`src/rtl/out_display_pkg.sv`:
```
// Shared definitions for the output display driver: segment codes, FSM states,
// digit indices and the digit-to-segment lookup.
package out_display_pkg;

    localparam int DATA_W = 8;

    // Active-high segment codes, bit order {g,f,e,d,c,b,a}
    localparam logic [6:0] SEG_0     = 7'h3F;
    localparam logic [6:0] SEG_1     = 7'h06;
    localparam logic [6:0] SEG_2     = 7'h5B;
    localparam logic [6:0] SEG_3     = 7'h4F;
    localparam logic [6:0] SEG_4     = 7'h66;
    localparam logic [6:0] SEG_5     = 7'h6D;
    localparam logic [6:0] SEG_6     = 7'h7D;
    localparam logic [6:0] SEG_7     = 7'h07;
    localparam logic [6:0] SEG_8     = 7'h7F;
    localparam logic [6:0] SEG_9     = 7'h6F;
    localparam logic [6:0] SEG_BLANK = 7'h00;
    localparam logic [6:0] SEG_MINUS = 7'h40;

    typedef enum logic [1:0] {
        IDLE    = 2'd0,
        CONVERT = 2'd1,
        COMMIT  = 2'd2
    } state_t;

    localparam logic [1:0] DIG_ONES     = 2'd0;
    localparam logic [1:0] DIG_TENS     = 2'd1;
    localparam logic [1:0] DIG_HUNDREDS = 2'd2;
    localparam logic [1:0] DIG_SIGN     = 2'd3;

    function automatic logic [6:0] seg_digit(input logic [3:0] d);
        case (d)
            4'd0:    seg_digit = SEG_0;
            4'd1:    seg_digit = SEG_1;
            4'd2:    seg_digit = SEG_2;
            4'd3:    seg_digit = SEG_3;
            4'd4:    seg_digit = SEG_4;
            4'd5:    seg_digit = SEG_5;
            4'd6:    seg_digit = SEG_6;
            4'd7:    seg_digit = SEG_7;
            4'd8:    seg_digit = SEG_8;
            4'd9:    seg_digit = SEG_9;
            default: seg_digit = SEG_BLANK;
        endcase
    endfunction

endpackage

```
`src/rtl/out_display_if.sv`:
```
// CPU-side load bus and display-side outputs of the output display driver.
interface out_display_if;
    import out_display_pkg::*;

    logic              load;
    logic [DATA_W-1:0] bus;
    logic              signed_mode;
    logic [DATA_W-1:0] value;
    logic              busy;
    logic [3:0]        digit_select;
    logic [6:0]        segments;

    modport master (
        output load, bus, signed_mode,
        input  value, busy, digit_select, segments
    );

    modport slave (
        input  load, bus, signed_mode,
        output value, busy, digit_select, segments
    );

endinterface

```
`src/rtl/bin_to_bcd8.sv`:
```
// Sequential double-dabble: converts an 8-bit magnitude to three BCD digits,
// one shift per clock, 8 clocks after start.
module bin_to_bcd8
    import out_display_pkg::*;
(
    input  logic              clk,
    input  logic              clear,
    input  logic              start,
    input  logic [DATA_W-1:0] mag,
    output logic              busy,
    output logic              done,
    output logic [3:0]        hundreds,
    output logic [3:0]        tens,
    output logic [3:0]        ones
);

    logic [DATA_W-1:0] shift_q;
    logic [1:0]        hund_q;
    logic [3:0]        tens_q;
    logic [3:0]        ones_q;
    logic [2:0]        iter_q;
    logic              busy_q;

    logic [3:0]        tens_adj;
    logic [3:0]        ones_adj;
    logic [17:0]       shifted;

    // Hundreds never exceeds 2 before a shift, so it needs no add-3 correction
    always_comb begin
        tens_adj = (tens_q >= 4'd5) ? tens_q + 4'd3 : tens_q;
        ones_adj = (ones_q >= 4'd5) ? ones_q + 4'd3 : ones_q;
        shifted  = {hund_q[0], tens_adj, ones_adj, shift_q, 1'b0};
    end

    // done marks the edge on which the final iteration is taken
    assign done     = busy_q && (iter_q == 3'd7);
    assign busy     = busy_q;
    assign hundreds = {2'b00, hund_q};
    assign tens     = tens_q;
    assign ones     = ones_q;

    always_ff @(posedge clk or posedge clear) begin
        if (clear) begin
            shift_q <= '0;
            hund_q  <= '0;
            tens_q  <= '0;
            ones_q  <= '0;
            iter_q  <= '0;
            busy_q  <= 1'b0;
        end else if (start) begin
            shift_q <= mag;
            hund_q  <= '0;
            tens_q  <= '0;
            ones_q  <= '0;
            iter_q  <= '0;
            busy_q  <= 1'b1;
        end else if (busy_q) begin
            hund_q  <= shifted[17:16];
            tens_q  <= shifted[15:12];
            ones_q  <= shifted[11:8];
            shift_q <= shifted[7:0];
            iter_q  <= iter_q + 3'd1;
            if (done) begin
                busy_q <= 1'b0;
            end
        end
    end

endmodule

```
`src/rtl/out_display.sv`:
```
// Output display driver: captures the output-register byte, converts it to
// signed/unsigned decimal and scans it onto a 4-digit 7-segment display.
module out_display
    import out_display_pkg::*;
#(
    parameter int REFRESH_DIV = 1024
) (
    input  logic         clk,
    input  logic         clear,
    out_display_if.slave io
);

    localparam int               CNT_W    = (REFRESH_DIV > 1) ? $clog2(REFRESH_DIV) : 1;
    localparam logic [CNT_W-1:0] CNT_LAST = CNT_W'(REFRESH_DIV - 1);

    state_t            state_q;
    logic              busy_q;
    logic [DATA_W-1:0] value_q;
    logic              neg_q;

    logic signed [DATA_W-1:0] bus_s;
    logic                     neg_in;
    logic [DATA_W-1:0]        mag_in;

    logic       cvt_busy;
    logic       cvt_done;
    logic [3:0] cvt_hund;
    logic [3:0] cvt_tens;
    logic [3:0] cvt_ones;

    logic [3:0] disp_hund_q, disp_tens_q, disp_ones_q;
    logic       disp_neg_q;
    logic [3:0] disp_hund_d, disp_tens_d, disp_ones_d;
    logic       disp_neg_d;
    logic       commit;

    logic [CNT_W-1:0] refresh_q;
    logic [1:0]       idx_q;
    logic [1:0]       idx_next;
    logic             wrap;
    logic [3:0]       digit_select_q;
    logic [6:0]       segments_q;

    // Two's-complement negation of 0x80 wraps back to 0x80, giving magnitude 128
    always_comb begin
        bus_s  = signed'(io.bus);
        neg_in = io.signed_mode & io.bus[DATA_W-1];
        mag_in = neg_in ? DATA_W'(-bus_s) : io.bus;
    end

    bin_to_bcd8 u_bcd (
        .clk      (clk),
        .clear    (clear),
        .start    (io.load),
        .mag      (mag_in),
        .busy     (cvt_busy),
        .done     (cvt_done),
        .hundreds (cvt_hund),
        .tens     (cvt_tens),
        .ones     (cvt_ones)
    );

    always_ff @(posedge clk or posedge clear) begin
        if (clear) begin
            state_q <= IDLE;
            busy_q  <= 1'b0;
            value_q <= '0;
            neg_q   <= 1'b0;
        end else if (io.load) begin
            state_q <= CONVERT;
            busy_q  <= 1'b1;
            value_q <= io.bus;
            neg_q   <= neg_in;
        end else begin
            case (state_q)
                CONVERT: if (cvt_busy && cvt_done) state_q <= COMMIT;
                COMMIT: begin
                    state_q <= IDLE;
                    busy_q  <= 1'b0;
                end
                default: begin
                    state_q <= IDLE;
                    busy_q  <= 1'b0;
                end
            endcase
        end
    end

    // A load on the commit edge restarts conversion and suppresses the commit
    always_comb begin
        commit      = (state_q == COMMIT) && !io.load;
        disp_hund_d = commit ? cvt_hund : disp_hund_q;
        disp_tens_d = commit ? cvt_tens : disp_tens_q;
        disp_ones_d = commit ? cvt_ones : disp_ones_q;
        disp_neg_d  = commit ? neg_q    : disp_neg_q;
        wrap        = (refresh_q == CNT_LAST);
        idx_next    = wrap ? idx_q + 2'd1 : idx_q;
    end

    function automatic logic [6:0] digit_code(
        input logic [1:0] idx,
        input logic [3:0] hund,
        input logic [3:0] tens,
        input logic [3:0] ones,
        input logic       neg
    );
        case (idx)
            DIG_ONES:     digit_code = seg_digit(ones);
            DIG_TENS:     digit_code = (hund == 4'd0 && tens == 4'd0) ? SEG_BLANK : seg_digit(tens);
            DIG_HUNDREDS: digit_code = (hund == 4'd0) ? SEG_BLANK : seg_digit(hund);
            default:      digit_code = neg ? SEG_MINUS : SEG_BLANK;
        endcase
    endfunction

    // Segment code is built from the next display contents so it never lags a commit
    always_ff @(posedge clk or posedge clear) begin
        if (clear) begin
            disp_hund_q    <= '0;
            disp_tens_q    <= '0;
            disp_ones_q    <= '0;
            disp_neg_q     <= 1'b0;
            refresh_q      <= '0;
            idx_q          <= DIG_ONES;
            digit_select_q <= 4'b0001;
            segments_q     <= SEG_0;
        end else begin
            disp_hund_q    <= disp_hund_d;
            disp_tens_q    <= disp_tens_d;
            disp_ones_q    <= disp_ones_d;
            disp_neg_q     <= disp_neg_d;
            refresh_q      <= wrap ? '0 : refresh_q + 1'b1;
            idx_q          <= idx_next;
            digit_select_q <= 4'b0001 << idx_next;
            segments_q     <= digit_code(idx_next, disp_hund_d, disp_tens_d, disp_ones_d, disp_neg_d);
        end
    end

    assign io.value        = value_q;
    assign io.busy         = busy_q;
    assign io.digit_select = digit_select_q;
    assign io.segments     = segments_q;

endmodule

```
`src/flat_wrapper.sv`:
```
// flat-port wrapper written by rule: the top's interface ports become plain ports
module out_display_flat import out_display_pkg::*;
#(
    parameter int REFRESH_DIV = 1024
)
  (clk, clear, io_load, io_bus, io_signed_mode, io_value, io_busy, io_digit_select, io_segments);
  out_display_if io_i ();
  input  logic clk;
  input  logic clear;
  input wire logic [$bits(io_i.load)-1:0] io_load;
  input wire logic [$bits(io_i.bus)-1:0] io_bus;
  input wire logic [$bits(io_i.signed_mode)-1:0] io_signed_mode;
  output wire logic [$bits(io_i.value)-1:0] io_value;
  output wire logic [$bits(io_i.busy)-1:0] io_busy;
  output wire logic [$bits(io_i.digit_select)-1:0] io_digit_select;
  output wire logic [$bits(io_i.segments)-1:0] io_segments;
  assign io_i.load = io_load;
  assign io_i.bus = io_bus;
  assign io_i.signed_mode = io_signed_mode;
  assign io_value = io_i.value;
  assign io_busy = io_i.busy;
  assign io_digit_select = io_i.digit_select;
  assign io_segments = io_i.segments;
  out_display #(.REFRESH_DIV(REFRESH_DIV)) u_core (.clk(clk), .clear(clear), .io(io_i));
endmodule
```
`config.mk`:
```
export PLATFORM = sky130hd
export DESIGN_NAME = out_display_flat
export DESIGN_NICKNAME = d
export VERILOG_FILES = /design/src/rtl/out_display_pkg.sv /design/src/rtl/out_display_if.sv /design/src/rtl/bin_to_bcd8.sv /design/src/rtl/out_display.sv /design/src/flat_wrapper.sv
export SDC_FILE = /design/constraint.sdc
export NUM_CORES = 1
export LEC_CHECK = 0
export CAP_MARGIN = 10
export CORE_MARGIN = 5
export CORE_UTILIZATION = 45
export CTS_CLUSTER_DIAMETER = 120
export CTS_CLUSTER_SIZE = 8
export DETAILED_ROUTE_END_ITERATION = 16
export PLACE_DENSITY = 0.63
export SKIP_LAST_GASP = 1
export SYNTH_ARGS = -nofsm -noshare
export SYNTH_HDL_FRONTEND = slang
export SYNTH_SLANG_ARGS = --single-unit
export TNS_END_PERCENT = 20
```
`constraint.sdc`:
```
create_clock -name clk -period 3.1 [get_ports clk]
set_input_delay 0.465 -clock clk [delete_from_list [all_inputs] [get_ports clk]]
set_output_delay 0.465 -clock clk [all_outputs]
set_load 0.03 [all_outputs]
```
==> results.sh <==
export IMPL_timing_max_slew_rel_slack_pct=36.3
export IMPL_antenna_found_initial=0
export IMPL_hold_path_end="u_core.refresh_q[0]$_DFF_PP0_"
export IMPL_cts_root_buffer_type="sky130_fd_sc_hd__clkbuf_8"
export IMPL_worstSkewPairLatency_ns=0.34
export IMPL_clk_pin_slew_ns=0.07
export IMPL_syn_to_final_growth_pct=17.8
export IMPL_ir_worst_vdd_mv=0.258
export IMPL_synthesis_area_mm2=0.00400
export IMPL_hpwlAfterDp_mm=6.09
export IMPL_period_needed_ns=2.75
export IMPL_drv_slew=0
export IMPL_final_cell_area_mm2=0.00472
export IMPL_placement_rows=34
export IMPL_wl_per_cell_um=15.0
export IMPL_numPortBuffers=31
export IMPL_seq_area_frac_synth_pct=44.0
export IMPL_io_pins=32
export IMPL_initial_utilization_pct=46.1
export IMPL_max_slew_worst_pin_slew_ns=0.956
export IMPL_path_max_fanout=26
export IMPL_total_power_density_per_cell_area_mw_per_mm2=424
export IMPL_drt_antenna_violating_nets=0
export IMPL_ctsHtreeMaxLevel=3
export IMPL_p_leak_nw=2.23
export IMPL_die_h_um=104
export IMPL_grt_setup_unrepaired="no"
export IMPL_timing_critical_path_arrival_ns=3.01
export IMPL_yosys_register_bits=70
export IMPL_grt_ovfl_total=0
export IMPL_core_area_mm2=0.00868
export IMPL_placement_cell_area_mm2=0.00448
export IMPL_rr_endpoint="u_core.io.segments[6]$_DFF_PP0_"
export IMPL_drt_pass1_iterations=4
export IMPL_critical_path_required_ns=3.36
export IMPL_timing_rr_start="u_core.state_q[0]$_DFFE_PP0P_"
export IMPL_clock_net_sink_count=70
export IMPL_grt_pass1_vias=3084
export IMPL_cp_startpoint_kind="primary input"
export IMPL_post_synth_cell_area_avg_um2=9.79
export IMPL_final_clock_period_utilization_by_the_worst_path_pct=88.6
export IMPL_drt_first_iter_violations=123
export IMPL_criticalPathCategory="primary input to register"
export IMPL_synth_cell_type_count=60
export IMPL_grt_pass1_wl_mm=15.0
export IMPL_worst_hold_path_type="register to register"
export IMPL_grt_usage_pct=16.6
export IMPL_hold_path_startpoint="u_core.refresh_q[0]$_DFF_PP0_"
export IMPL_synth_net_count=443
export IMPL_avgViaCountPerCell=5.41
export IMPL_top_achievable_clock_speed_ghz=0.364
export IMPL_maxCapViolations=0
export IMPL_ys_dominant_reg_cell="sky130_fd_sc_hd__dfrtp_1"
export IMPL_synthCells=409
export IMPL_cts_hold_buffers=0
export IMPL_cts_repair_resize_count=0
export IMPL_synth_edff_count=0
export IMPL_antenna_cells=0
export IMPL_outcome="completed"
export IMPL_drive_gt1_share_pct=12.9
export IMPL_fin_nets=479
export IMPL_grt_max_degree=45
export IMPL_synthesis_yosys_warnings=0
export IMPL_route_vias_total=3017
export IMPL_clock_tree_buffer_depth=2
export IMPL_layout_cells_most_common="sky130_fd_sc_hd__dfrtp_1"
export IMPL_cts_inserted_buffers=9
export IMPL_timing_critical_path_from="io_load"
export IMPL_routed_wirelength_mm=8.37
export IMPL_nFillCells=805
export IMPL_r2r_slack_ns=0.56
export IMPL_synth_async_sr_flop_share_pct=100
export IMPL_timing_reg2reg_worst_path_depth=10
export IMPL_critical_path_endpoint_type="register"
export IMPL_cts_tree="done"
export IMPL_timing_hold_worst_path_depth=1
export IMPL_design_die_area_mm2=0.0109
export IMPL_timing_final_hold_violations=0
export IMPL_timing_final_setup_violations=0
export IMPL_die_width_um=104
export IMPL_setup_fix_buffers_added_after_clock_tree_synthesis=0
export IMPL_drc=0
export IMPL_place_gp_congestion=0.897
export IMPL_mostFrequentLayoutCells="sky130_fd_sc_hd__dfrtp_1 (63), sky130_fd_sc_hd__nand2_1 (36), sky130_fd_sc_hd__nor2_1 (33)"
export IMPL_totalNegativeSetupSlack_ns=0
export IMPL_timing_clock_skew_ns=0.0129
report_power, final:
group          switching, mW  internal [mW]
clock network          0.350          0.497
logic                 0.0990         0.0828
registers             0.0261          0.945
total                  0.475           1.53
cell families after synthesis:
kind of cell             synth area share [%]
AO/OA/AOI/OAI                            14.5
flip-flops                               44.0
adder cells (fa/ha/maj)                  6.88
multiplexers                             8.66
XOR/XNOR                                 4.16
buffers and inverters                    4.41
AND/OR/NAND/NOR                          17.4
flip-flops by register name, indices dropped and copies added (netlist names), 2 cells and up:
register	flops
u_core.disp_hund_q	4
u_core.disp_ones_q	4
u_core.disp_tens_q	4
u_core.idx_q	2
u_core.io.digit_select	4
u_core.io.segments	7
u_core.io.value	8
u_core.refresh_q	10
u_core.state_q	2
u_core.u_bcd.hund_q	2
u_core.u_bcd.iter_q	3
u_core.u_bcd.ones	4
u_core.u_bcd.shift_q	8
u_core.u_bcd.tens	4
how the worst max path moves through the flow:
stage / endpoint / cells after the start / slack, ns
floorplan: u_core.io.segments[6]$_DFF_PP0_ / 13 / 0.0009
global placement: u_core.io.segments[6]$_DFF_PP0_ / 10 / 0.09
detailed placement: u_core.io.segments[6]$_DFF_PP0_ / 11 / 0.03
CTS: u_core.io.segments[6]$_DFF_PP0_ / 11 / 0.39
global route: u_core.io.segments[6]$_DFF_PP0_ / 10 / 0.19
finish: u_core.io.segments[6]$_DFF_PP0_ / 11 / 0.35
area by class of cell:
cell class / count / area (um2) / share of cell area [%]
multi-input combinational: 295 / 2070 / 43.8
sequential: 70 / 1760 / 37.3
timing repair buffer: 43 / 425 / 9.02
clock buffer: 11 / 151 / 3.21
tap: 108 / 135 / 2.86
inverter: 26 / 97.6 / 2.07
clock inverter: 5 / 81.3 / 1.72
per-stage QoR:
step | cells | worst slack, ns | power, mW | hold slack, ns | utilization, %
global placement | 542 | 0.0860 | 1.17 | 0.465 | 51.7
global route | 558 | 0.190 | 2.11 | 0.512 | 54.4
floorplan | 409 | 0.000901 | 1.10 | 0.448 | -
finish | 558 | 0.353 | 2.00 | 0.490 | 54.4
detailed placement | 542 | 0.0349 | 1.17 | 0.468 | 51.7
CTS | 558 | 0.393 | 2.03 | 0.489 | 54.4
worst max-delay path, cell delays in order:
cell and delay [ns]:
sky130_fd_sc_hd__clkdlybuf4s50_1 0.43, sky130_fd_sc_hd__or3b_1 0.49, sky130_fd_sc_hd__buf_12 0.22, sky130_fd_sc_hd__nand2_1 0.07, sky130_fd_sc_hd__a21boi_0 0.23, sky130_fd_sc_hd__inv_1 0.13, sky130_fd_sc_hd__ha_1 0.24, sky130_fd_sc_hd__o221a_2 0.24
sky130_fd_sc_hd__nor4_1 0.26, sky130_fd_sc_hd__o21bai_1 0.13, sky130_fd_sc_hd__o211ai_1 0.10
routing by layer:
layer	up-vias	wire length (um)	global-route usage [%]
met5	-	0	0
met4	0	115	4.90
met3	9	395	4.28
met2	61	3850	25.7
met1	1439	4000	22.9
li1	1508	-	-
synthesized netlist by cell type (4+ instances only):
master | number | area [um2]
sky130_fd_sc_hd__a211oi_1 | 5 | 37.5
sky130_fd_sc_hd__a21oi_1 | 17 | 85.1
sky130_fd_sc_hd__and2_1 | 8 | 50.1
sky130_fd_sc_hd__buf_1 | 4 | 15.0
sky130_fd_sc_hd__buf_2 | 5 | 25.0
sky130_fd_sc_hd__clkbuf_1 | 7 | 26.3
sky130_fd_sc_hd__dfrtp_1 | 63 | 1580
sky130_fd_sc_hd__dfstp_2 | 7 | 184
sky130_fd_sc_hd__ha_1 | 22 | 275
sky130_fd_sc_hd__inv_1 | 25 | 93.8
sky130_fd_sc_hd__mux2_2 | 11 | 124
sky130_fd_sc_hd__mux2i_1 | 20 | 200
sky130_fd_sc_hd__nand2_1 | 36 | 135
sky130_fd_sc_hd__nand2b_1 | 11 | 68.8
sky130_fd_sc_hd__nand3_1 | 9 | 45.0
sky130_fd_sc_hd__nor2_1 | 33 | 124
sky130_fd_sc_hd__nor3_1 | 6 | 30.0
sky130_fd_sc_hd__nor3b_1 | 6 | 45.0
sky130_fd_sc_hd__nor4_1 | 4 | 25.0
sky130_fd_sc_hd__o21ai_0 | 23 | 115
sky130_fd_sc_hd__o221ai_1 | 5 | 43.8
sky130_fd_sc_hd__o22ai_1 | 8 | 50.1
sky130_fd_sc_hd__xnor2_1 | 10 | 87.6
sky130_fd_sc_hd__xor2_1 | 9 | 78.8
(Power assumes the default switching activity.)
